### src/rtl/airi5c_dm_abstract_cmd_ctrl.sv
// Abstract-command sequencer: turns Access Register commands into lw/sw words for the
// program buffer, requests postexec from the debug ROM and tracks busy/cmderr.
module airi5c_dm_abstract_cmd_ctrl #(
  parameter int unsigned XPR_LEN        = 32,
  parameter logic [11:0] DATA0_ADDR     = 12'h14C,
  parameter int unsigned TIMEOUT_CYCLES = 1024
) (
  input  logic               clk_i,
  input  logic               rst_i,
  input  logic               cmd_valid_i,
  input  logic [31:0]        cmd_i,
  input  logic               cmderr_clr_i,
  input  logic [XPR_LEN-1:0] user_progbuf0_i,
  input  logic [XPR_LEN-1:0] user_progbuf1_i,
  input  logic               halted_i,
  input  logic               postexec_pending_i,
  input  logic               dbg_entry_i,
  input  logic               exception_i,
  output logic [XPR_LEN-1:0] progbuf0_o,
  output logic [XPR_LEN-1:0] progbuf1_o,
  output logic               postexec_req_o,
  output logic               busy_o,
  output logic [2:0]         cmderr_o
);

  localparam int unsigned TW = $clog2(TIMEOUT_CYCLES + 1);

  typedef enum logic [2:0] {
    S_IDLE, S_CHECK, S_XFER_REQ, S_XFER_WAIT, S_XFER_ENTRY, S_EXEC_REQ, S_EXEC_WAIT, S_EXEC_ENTRY
  } state_t;

  state_t             r_state, w_state_nxt;
  logic [31:0]        r_cmd;
  logic [2:0]         r_cmderr;
  logic               r_busy;
  logic               r_req;
  logic [XPR_LEN-1:0] r_progbuf0, r_progbuf1;
  logic [TW-1:0]      r_timer, w_timer_nxt;
  logic               r_pend_seen, w_pend_seen_nxt;
  logic               w_err_set;
  logic [2:0]         w_err_code;

  logic [7:0]  w_cmdtype;
  logic [2:0]  w_aarsize;
  logic        w_postexec, w_transfer, w_write;
  logic [15:0] w_regno;
  logic [4:0]  w_n;
  logic        w_regno_ok;
  logic [31:0] w_xfer_insn;
  logic        w_wait, w_entry, w_active, w_timeout, w_gen;

  assign w_cmdtype  = r_cmd[31:24];
  assign w_aarsize  = r_cmd[22:20];
  assign w_postexec = r_cmd[18];
  assign w_transfer = r_cmd[17];
  assign w_write    = r_cmd[16];
  assign w_regno    = r_cmd[15:0];
  assign w_n        = w_regno[4:0];
  assign w_regno_ok = (w_regno >= 16'h1000) && (w_regno <= 16'h101F);

  // write moves data0 into the GPR (lw), read moves the GPR into data0 (sw)
  assign w_xfer_insn = w_write ? {DATA0_ADDR, 5'd0, 3'b010, w_n, 7'b0000011}
                               : {DATA0_ADDR[11:5], w_n, 5'd0, 3'b010, DATA0_ADDR[4:0], 7'b0100011};

  assign w_wait    = (r_state == S_XFER_WAIT) || (r_state == S_EXEC_WAIT);
  assign w_entry   = (r_state == S_XFER_ENTRY) || (r_state == S_EXEC_ENTRY);
  assign w_active  = w_wait || w_entry;
  assign w_timeout = w_active && (r_timer == TW'(TIMEOUT_CYCLES - 1));
  assign w_gen     = (w_state_nxt == S_XFER_REQ) || (w_state_nxt == S_XFER_WAIT) ||
                     (w_state_nxt == S_XFER_ENTRY);

  always_comb begin
    w_state_nxt     = r_state;
    w_timer_nxt     = r_timer;
    w_pend_seen_nxt = r_pend_seen;
    w_err_set       = 1'b0;
    w_err_code      = 3'd0;
    case (r_state)
      S_IDLE: if (cmd_valid_i && (r_cmderr == 3'd0)) w_state_nxt = S_CHECK;
      S_CHECK: begin
        w_state_nxt = S_IDLE;
        if (w_cmdtype != 8'd0) begin
          w_err_set = 1'b1; w_err_code = 3'd2;
        end else if (!halted_i) begin
          w_err_set = 1'b1; w_err_code = 3'd4;
        end else if (w_transfer && ((w_aarsize != 3'd2) || !w_regno_ok)) begin
          w_err_set = 1'b1; w_err_code = 3'd2;
        end else if (w_transfer) begin
          w_state_nxt = S_XFER_REQ;
        end else if (w_postexec) begin
          w_state_nxt = S_EXEC_REQ;
        end
      end
      S_XFER_REQ, S_EXEC_REQ: begin
        w_state_nxt     = (r_state == S_XFER_REQ) ? S_XFER_WAIT : S_EXEC_WAIT;
        w_timer_nxt     = '0;
        w_pend_seen_nxt = 1'b0;
      end
      S_XFER_WAIT, S_EXEC_WAIT: begin
        w_timer_nxt = r_timer + 1'b1;
        if (postexec_pending_i) w_pend_seen_nxt = 1'b1;
        // a trap means the ROM re-enters via ebreak, so skip straight to waiting for entry
        if ((r_pend_seen && !postexec_pending_i) || exception_i)
          w_state_nxt = (r_state == S_XFER_WAIT) ? S_XFER_ENTRY : S_EXEC_ENTRY;
      end
      S_XFER_ENTRY: begin
        w_timer_nxt = r_timer + 1'b1;
        if (dbg_entry_i)
          w_state_nxt = (w_postexec && (r_cmderr == 3'd0) && !exception_i) ? S_EXEC_REQ : S_IDLE;
      end
      S_EXEC_ENTRY: begin
        w_timer_nxt = r_timer + 1'b1;
        if (dbg_entry_i) w_state_nxt = S_IDLE;
      end
      default: w_state_nxt = S_IDLE;
    endcase
    if (w_active && exception_i) begin
      w_err_set = 1'b1; w_err_code = 3'd3;
    end
    if (w_timeout) begin
      w_err_set = 1'b1; w_err_code = 3'd3; w_state_nxt = S_IDLE;
    end
    if (!w_err_set && cmd_valid_i && r_busy) begin
      w_err_set = 1'b1; w_err_code = 3'd1;
    end
  end

  always_ff @(posedge clk_i) begin
    if (rst_i) begin
      r_state     <= S_IDLE;
      r_cmd       <= '0;
      r_cmderr    <= '0;
      r_busy      <= 1'b0;
      r_req       <= 1'b0;
      r_progbuf0  <= '0;
      r_progbuf1  <= '0;
      r_timer     <= '0;
      r_pend_seen <= 1'b0;
    end else begin
      r_state     <= w_state_nxt;
      r_busy      <= (w_state_nxt != S_IDLE);
      r_req       <= (w_state_nxt == S_XFER_REQ) || (w_state_nxt == S_EXEC_REQ);
      r_timer     <= w_timer_nxt;
      r_pend_seen <= w_pend_seen_nxt;
      if ((r_state == S_IDLE) && cmd_valid_i && (r_cmderr == 3'd0)) r_cmd <= cmd_i;
      if (w_err_set && ((r_cmderr == 3'd0) || cmderr_clr_i)) r_cmderr <= w_err_code;
      else if (cmderr_clr_i)                                  r_cmderr <= '0;
      if (w_gen) begin
        r_progbuf0 <= XPR_LEN'(w_xfer_insn);
        r_progbuf1 <= XPR_LEN'(32'h0000_0013);
      end else begin
        r_progbuf0 <= user_progbuf0_i;
        r_progbuf1 <= user_progbuf1_i;
      end
    end
  end

  assign progbuf0_o     = r_progbuf0;
  assign progbuf1_o     = r_progbuf1;
  assign postexec_req_o = r_req;
  assign busy_o         = r_busy;
  assign cmderr_o       = r_cmderr;

endmodule

### config.mk
export PLATFORM = sky130hd
export DESIGN_NAME = airi5c_dm_abstract_cmd_ctrl
export DESIGN_NICKNAME = d
export VERILOG_FILES = /design/src/rtl/airi5c_dm_abstract_cmd_ctrl.sv
export SDC_FILE = /design/constraint.sdc
export NUM_CORES = 1
export LEC_CHECK = 0
export BUFFER_PORTS_ARGS = -buffer_cell sky130_fd_sc_hd__buf_2
export CORE_ASPECT_RATIO = 1.4
export CORE_MARGIN = 3
export CORE_UTILIZATION = 30
export DETAILED_ROUTE_END_ITERATION = 10
export PLACE_DENSITY_LB_ADDON = 0.3
export SLEW_MARGIN = 20
export SYNTH_ARGS = -nofsm -noshare
export SYNTH_HDL_FRONTEND = slang
export SYNTH_SLANG_ARGS = --single-unit
### constraint.sdc
create_clock -name clk_i -period 2.2 [get_ports clk_i]
set_input_delay 0.44 -clock clk_i [delete_from_list [all_inputs] [get_ports clk_i]]
set_output_delay 0.44 -clock clk_i [all_outputs]
set_load 0.01 [all_outputs]
# Word-level counts from Yosys, hierarchy flattened

Index checks and enable logic that the tools add are counted.

Register bits: 116
Bits in latches: 0
Bits in writable memories: 0
Memory bits (read-only): 0
Input bits: 104
Output and inout bits: 69
Logic and storage cells: 101
Memories: 0

Add/sub/neg operators: 1
Multipliers: 0
Div/mod/pow operators: 0
Magnitude comparators: 2
Equal/unequal tests: 14
Shifts and indexed selects: 0
Mux-type cells: 36
Bitwise logic cells: 0
Reductions and logical operators: 38

Operators by type and width:

| operator                                              | count |
|---|---|
| 2-to-1 mux 3 bit                                      | 20 |
| 2-to-1 mux 32 bit                                     | 1 |
| 2-to-1 mux 25 bit                                     | 1 |
| case mux 11 bit (2 select lines)                      | 1 |
| equality test 3 bit, second input constant            | 6 |
| case mux 3 bit (6 select lines)                       | 1 |
| >= comparator 16 x 13 -> 1 bit, second input constant | 1 |
| <= comparator 16 x 13 -> 1 bit, second input constant | 1 |
| logical AND 1 bit                                     | 13 |
| equality test 3 x 2 -> 1 bit, second input constant   | 4 |
| adder 11 x 1 -> 11 bit, second input constant         | 1 |
| equality test 11 x 10 -> 1 bit, second input constant | 1 |
| logical OR 1 bit                                      | 9 |
| 2-to-1 mux 1 bit                                      | 8 |
| nonzero test 8 bit                                    | 1 |
| logical NOT 3 bit                                     | 2 |
| nonzero test 2 bit                                    | 3 |
| OR reduction 2 bit                                    | 3 |
| 2-to-1 mux 5 bit                                      | 1 |
| logical NOT 1 bit                                     | 4 |
| 2-to-1 mux 2 bit                                      | 2 |
| OR reduction 4 bit                                    | 1 |
| equality test 3 x 1 -> 1 bit, second input constant   | 1 |
| != test 3 x 2 -> 1 bit, second input constant         | 1 |
| 4 further kinds                                       | 4 |

# Longest topological paths before layout

Word-level depth: 17
Gate-level depth with buffers: 10
Gate-level depth less buffers: 7

# Worst setup path after synthesis

No wires, ideal clock.

Path kind: register to register
Start point: register r_timer[0]
End point: register r_progbuf0[10], in the netlist progbuf0_o[10]
Setup time: 0.121 ns
Arrival: 1.952 ns
Required time: 2.079 ns
Slack: 0.127 ns
Cell stages (with the launch flop): 8
Path buffers: 1
Period minus slack after synthesis: 2.073 ns
Path through: dfxtp_1 -> ha_1 -> nand3_1 -> o41ai_1 -> a21o_1 -> o22a_1 -> buf_6 -> mux2_4

Cells in the longest elaborated chain, start to end: 7
Elaborated cells between the ends (all ways): 9
Classes of those cells: eq/ne: 4; mux: 2; reduce/logical: 3

Ends and longest elaborated chain:

| element                            | line | text |
|---|---|---|
| start, declared                    | 38   | `logic [TW-1:0] r_timer, w_timer_nxt;` |
| start signal, assigned             | 143  | `r_timer <= w_timer_nxt;` |
| equality test 11 x 10 -> 1 bit (*) | 68   | `assign w_timeout = w_active && (r_timer == TW'(TIMEOUT_CYCLES - 1));` |
| logical AND 1 bit (*)              | 68   |  |
| 2-to-1 mux 3 bit (*)               | 120  | `if (w_timeout) begin` |
| equality test 3 x 2 -> 1 bit       | 69   | `assign w_gen = (w_state_nxt == S_XFER_REQ) \|\| (w_state_nxt == S_XFER_WAIT) \|\|` |
| logical OR 1 bit                   | 69   |  |
| logical OR 1 bit (*)               | 69   |  |
| 2-to-1 mux 32 bit (*)              | 148  | `if (w_gen) begin` |
| end signal, assigned               | 149  | `r_progbuf0 <= XPR_LEN'(w_xfer_insn);` |
| end signal, assigned               | 152  | `r_progbuf0 <= user_progbuf0_i;` |
| end, declared                      | 37   | `logic [XPR_LEN-1:0] r_progbuf0, r_progbuf1;` |

Mark *: on every way between the ends. The rest lies on a longest branch, timed or not.
A chain may end at the register's enable or synchronous reset.

# Final worst setup path

Start point: register r_state[2]
End point: register r_progbuf1[25], in the netlist progbuf1_o[25]

Cells in the longest elaborated chain, start to end: 9
Elaborated cells between the ends (all ways): 28
Classes of those cells: eq/ne: 10; mux: 8; reduce/logical: 10

Ends and longest elaborated chain:

| element                                                              | line        | text |
|---|---|---|
| start, declared                                                      | 32          | `state_t r_state, w_state_nxt;` |
| start signal, assigned                                               | 140         | `r_state <= w_state_nxt;` |
| equality test 3 x 2 -> 1 bit, or another cell as far along           | 65, 78, 104 |  |
| 2-to-1 mux 2 bit, or another cell as far along                       | 104         | `w_state_nxt = (r_state == S_XFER_WAIT) ? S_XFER_ENTRY : S_EXEC_ENTRY;` |
| 2-to-1 mux 3 bit or logical OR 1 bit (tied branches)                 | 103, 67     |  |
| case mux 3 bit (6 select lines) or logical AND 1 bit (tied branches) | 78, 68      |  |
| 2-to-1 mux 3 bit (*)                                                 | 120         |  |
| equality test 3 x 2 -> 1 bit                                         | 69          |  |
| logical OR 1 bit                                                     | 69          |  |
| logical OR 1 bit (*)                                                 | 69          |  |
| OR reduction 2 bit (no source line) (*)                              | --          |  |
| end signal, assigned                                                 | 150         | `r_progbuf1 <= XPR_LEN'(32'h0000_0013);` |
| end signal, assigned                                                 | 153         | `r_progbuf1 <= user_progbuf1_i;` |
| end, declared                                                        | 37          |  |

Marked as above.

==> results.sh <==
export IMPL_cts_hold_buf=0
export IMPL_critPathLaunchType="flop"
export IMPL_critPathKind="flop to flop"
export IMPL_seq_area_frac_synth_pct=53.1
export IMPL_die_area_mm2=0.0158
export IMPL_maxCapViolations=0
export IMPL_timing_final_hold_violations=0
export IMPL_routed_wl_um=11300
export IMPL_die_h_um=148
export IMPL_rows=51
export IMPL_clock_sinks=114
export IMPL_min_path_cells=2
export IMPL_antenna_found_initial=0
export IMPL_ant_nets=0
export IMPL_power_leakage_nw=2.93
export IMPL_combPwrFrac_pct=9.9
export IMPL_synth_area_mm2=0.00430
export IMPL_syn_inst=467
export IMPL_synth_most_common_cell="dfxtp_1"
export IMPL_busiest_layer="met2"
export IMPL_grt_use_met3_pct=4.33
export IMPL_diodes=0
export IMPL_post_route_period_util_pct=94.9
export IMPL_yosys_area_share_adder_pct=0.291
export IMPL_post_drt_wl_per_cell_um=12.9
export IMPL_fill_cells=1364
export IMPL_grt_usage_pct=13.8
export IMPL_drt_iter0_drc=116
export IMPL_htreeDepth=4
export IMPL_yosysTopAreaCell="dfxtp_1"
export IMPL_synth_distinct_cells=55
export IMPL_clk_insertion_delay_late_ns=0.40
export IMPL_arrival_ns=2.37
export IMPL_cp_required_ns=2.48
export IMPL_synthArstFlopShare_pct=0
export IMPL_use_met2_pct=24.7
export IMPL_synth_top_area_share_pct=53.1
export IMPL_finalSetupViolCount=0
export IMPL_clockPowerShare_pct=48.3
export IMPL_timing_fmax_mhz=479
export IMPL_synth_edf_count=0
export IMPL_hold_class="input pin to flop"
export IMPL_initial_core_util_pct=30.8
export IMPL_rsz0062_at_grt="false"
export IMPL_ys_warn_count=0
export IMPL_cts_max_path_buffers=2
export IMPL_post_place_ws_ns=-0.249
export IMPL_drc=0
export IMPL_synth_top_family_by_area="simple AND/OR/NAND/NOR gates"
export IMPL_synth_xor_area_share_pct=1.02
export IMPL_status="finished, final reports clean"
export IMPL_vias=3956
export IMPL_synth_nets=572
export IMPL_yosys_top_cells_area="dfxtp_1, nand2_1, and2_1"
export IMPL_period_needed_ns=2.09
export IMPL_r2r_end="progbuf1_o[25]$_SDFF_PP0_"
export IMPL_dp_hpwl_um=8350
export IMPL_synthTopCellsByCount="dfxtp_1, nand2_1, a21oi_1"
export IMPL_reg2regPathDepth=7
export IMPL_coreArea_mm2=0.0140
export IMPL_switching_share_pct=24.6
export IMPL_globalplace_congestion=0.757
export IMPL_numPortBuffers=170
export IMPL_syn2layout_area_growth_pct=46.8
export IMPL_synthMuxAreaShare_pct=2.85
export IMPL_syn_area_per_cell_um2=9.21
export IMPL_nets=781
export IMPL_maxSlewHeadroom_pct=66.5
export IMPL_finalMaxSlewViolations=0
export IMPL_drt_pre_antenna_iters=4
export IMPL_grt_pass1_vias=3850
export IMPL_grt_overflow=0
export IMPL_hold_end="progbuf0_o[25]$_SDFF_PP0_"
export IMPL_worstMarginPinSlew_ns=0.498
export IMPL_ys_flop_type="dfxtp_1"
export IMPL_hold_start="user_progbuf0_i[25]"
export IMPL_p_switching_w=0.00132
export IMPL_clk_pin_slew_ns=0.06
export IMPL_critPathMaxFanout=22
export IMPL_synth_seq_cells=114
export IMPL_cts_root_buf="clkbuf_16"
export IMPL_grt_use_met1_pct=15.1
export IMPL_end_kind="flop"
export IMPL_r2r_setup_slack_ns=0.11
export IMPL_synth_simple_area_share_pct=23.5
export IMPL_tns_ns=0
export IMPL_intPower_w=0.00403
export IMPL_ios=173
export IMPL_grt_start_max_net_pins=46
export IMPL_grt_pass1_wl_um=17700
export IMPL_worst_slack_ns=0.113
export IMPL_fp_dieW_um=107
export IMPL_synth_compound_area_share_pct=14.5
export IMPL_cellPowerDensity_mw_per_mm2=847
export IMPL_cts_tree="yes"
export IMPL_cts_made_buffers=17
export IMPL_skew_ns=0.0162
export IMPL_viasPerCell=4.53
export IMPL_r2r_start="r_state[2]$_SDFF_PP0_"
export IMPL_drive_gt1_share_pct=40.5
export IMPL_power_frac_seq_pct=41.8
export IMPL_vdd_drop_max_uv=431
repair_timing:
item / in CTS / in global routing
pin swaps: 0 / 7
cloned: 0 / 1
resized for setup: 3 / 23
endpoints found under the hold margin: 0 / 0
buffers inserted: 0 / 2
endpoints found under the setup margin: 61 / 65
logic make-up after synthesis:
family                   after synthesis
AO/OA/AOI/OAI                         94
buffers and inverters                 43
AND/OR/NAND/NOR                      199
flip-flops                           114
XOR/XNOR                               5
adder cells (fa/ha/maj)                1
multiplexers                          11
worst max-delay path by stage:
| stage | cells past startpoint | to | startpoint | slack, ns |
|---|---|---|---|---|
| after floorplan | 7 | progbuf0_o[10]$_SDFF_PP0_ | r_timer[0]$_SDFFE_PP0P_ | 0.13 |
| after detailed placement | 9 | progbuf0_o[11]$_SDFF_PP0_ | r_timer[0]$_SDFFE_PP0P_ | -0.25 |
| after CTS | 8 | progbuf0_o[21]$_SDFF_PP0_ | r_state[0]$_SDFF_PP0_ | 0.006 |
| final | 7 | progbuf1_o[25]$_SDFF_PP0_ | r_state[2]$_SDFF_PP0_ | 0.11 |
| after global routing | 8 | postexec_req_o$_SDFF_PP0_ | r_timer[0]$_SDFFE_PP0P_ | 0.01 |
| after global placement | 9 | progbuf0_o[8]$_SDFF_PP0_ | r_timer[0]$_SDFFE_PP0P_ | -0.15 |
metal layers:
metal,part of all wire [%],vias to the layer above
li1,-,2014
met1,40,1796
met2,52,134
met3,6.7,12
met4,1.1,0
met5,0,-
registers in the layout (all words and copies together) (netlist names):
register	flops
r_cmd	30
r_state	3
progbuf0_o	32
postexec_req_o	1
cmderr_o	3
r_timer	11
busy_o	1
progbuf1_o	32
r_pend_seen	1
placed cells by master (no fill, tap or decap), drive strengths merged, types with 3 or more instances in the layout:
cell | Yosys | layout
buf | 11 | 215
dfxtp | 114 | 114
nand2 | 80 | 80
a21oi | 53 | 53
and2 | 47 | 47
clkbuf | 15 | 19
inv | 16 | 19
nor2 | 18 | 18
nand3 | 11 | 11
nor3 | 9 | 9
mux2i | 7 | 7
clkinv | 1 | 7
o21ai | 6 | 6
and3 | 5 | 5
nand3b | 4 | 4
a22oi | 4 | 4
clkinvlp | 0 | 4
or3 | 4 | 4
o21a | 4 | 4
nor4 | 4 | 4
mux2 | 4 | 4
nand4 | 3 | 3
nand2b | 3 | 3
nor2b | 3 | 3
nor4b | 3 | 3
xnor2 | 3 | 3
o221ai | 3 | 3
a211oi | 3 | 3
through the flow:
step	std cells	hold slack [ns]	cell area (um^2)	power, W	util (%)
6_report	874	0.240	6310	0.00535	45.2
5_1_grt	874	0.216	6310	0.00560	45.2
4_1_cts	871	0.215	6160	0.00540	44.1
3_5_place_dp	839	0.448	5580	0.00279	39.9
3_3_place_gp	839	0.442	5580	0.00278	39.9
2_1_floorplan	467	0.432	4300	0.00254	-
critical path, cell delays in order, from the launching register on:
cell	delay [ns]
dfxtp_2	0.36
nor4b_2	0.18
and3_1	0.22
a211oi_4	0.33
o211ai_2	0.21
o221a_4	0.33
clkbuf_16	0.18
and2_1	0.16
power groups by stage:
stage	sequential (W)	combinational [W]	clock (W)
2_1_floorplan	0.00230	0.000237	0
3_3_place_gp	0.00227	0.000506	0
6_report	0.00224	0.000528	0.00258
3_5_place_dp	0.00228	0.000512	0
5_1_grt	0.00225	0.000596	0.00275
4_1_cts	0.00223	0.000516	0.00265
area by class of cell:
cell class / count / area [um^2] / share of cell area (%)
repair buffers: 216 / 1230 / 19.5
well taps: 185 / 231 / 3.67
clock inverters: 14 / 131 / 2.08
multi-input cells: 310 / 1930 / 30.6
flip-flops and latches: 114 / 2290 / 36.2
inverters: 17 / 63.8 / 1.01
clock buffers: 18 / 439 / 6.95
Note: power is estimated with default switching activity, not from simulation.
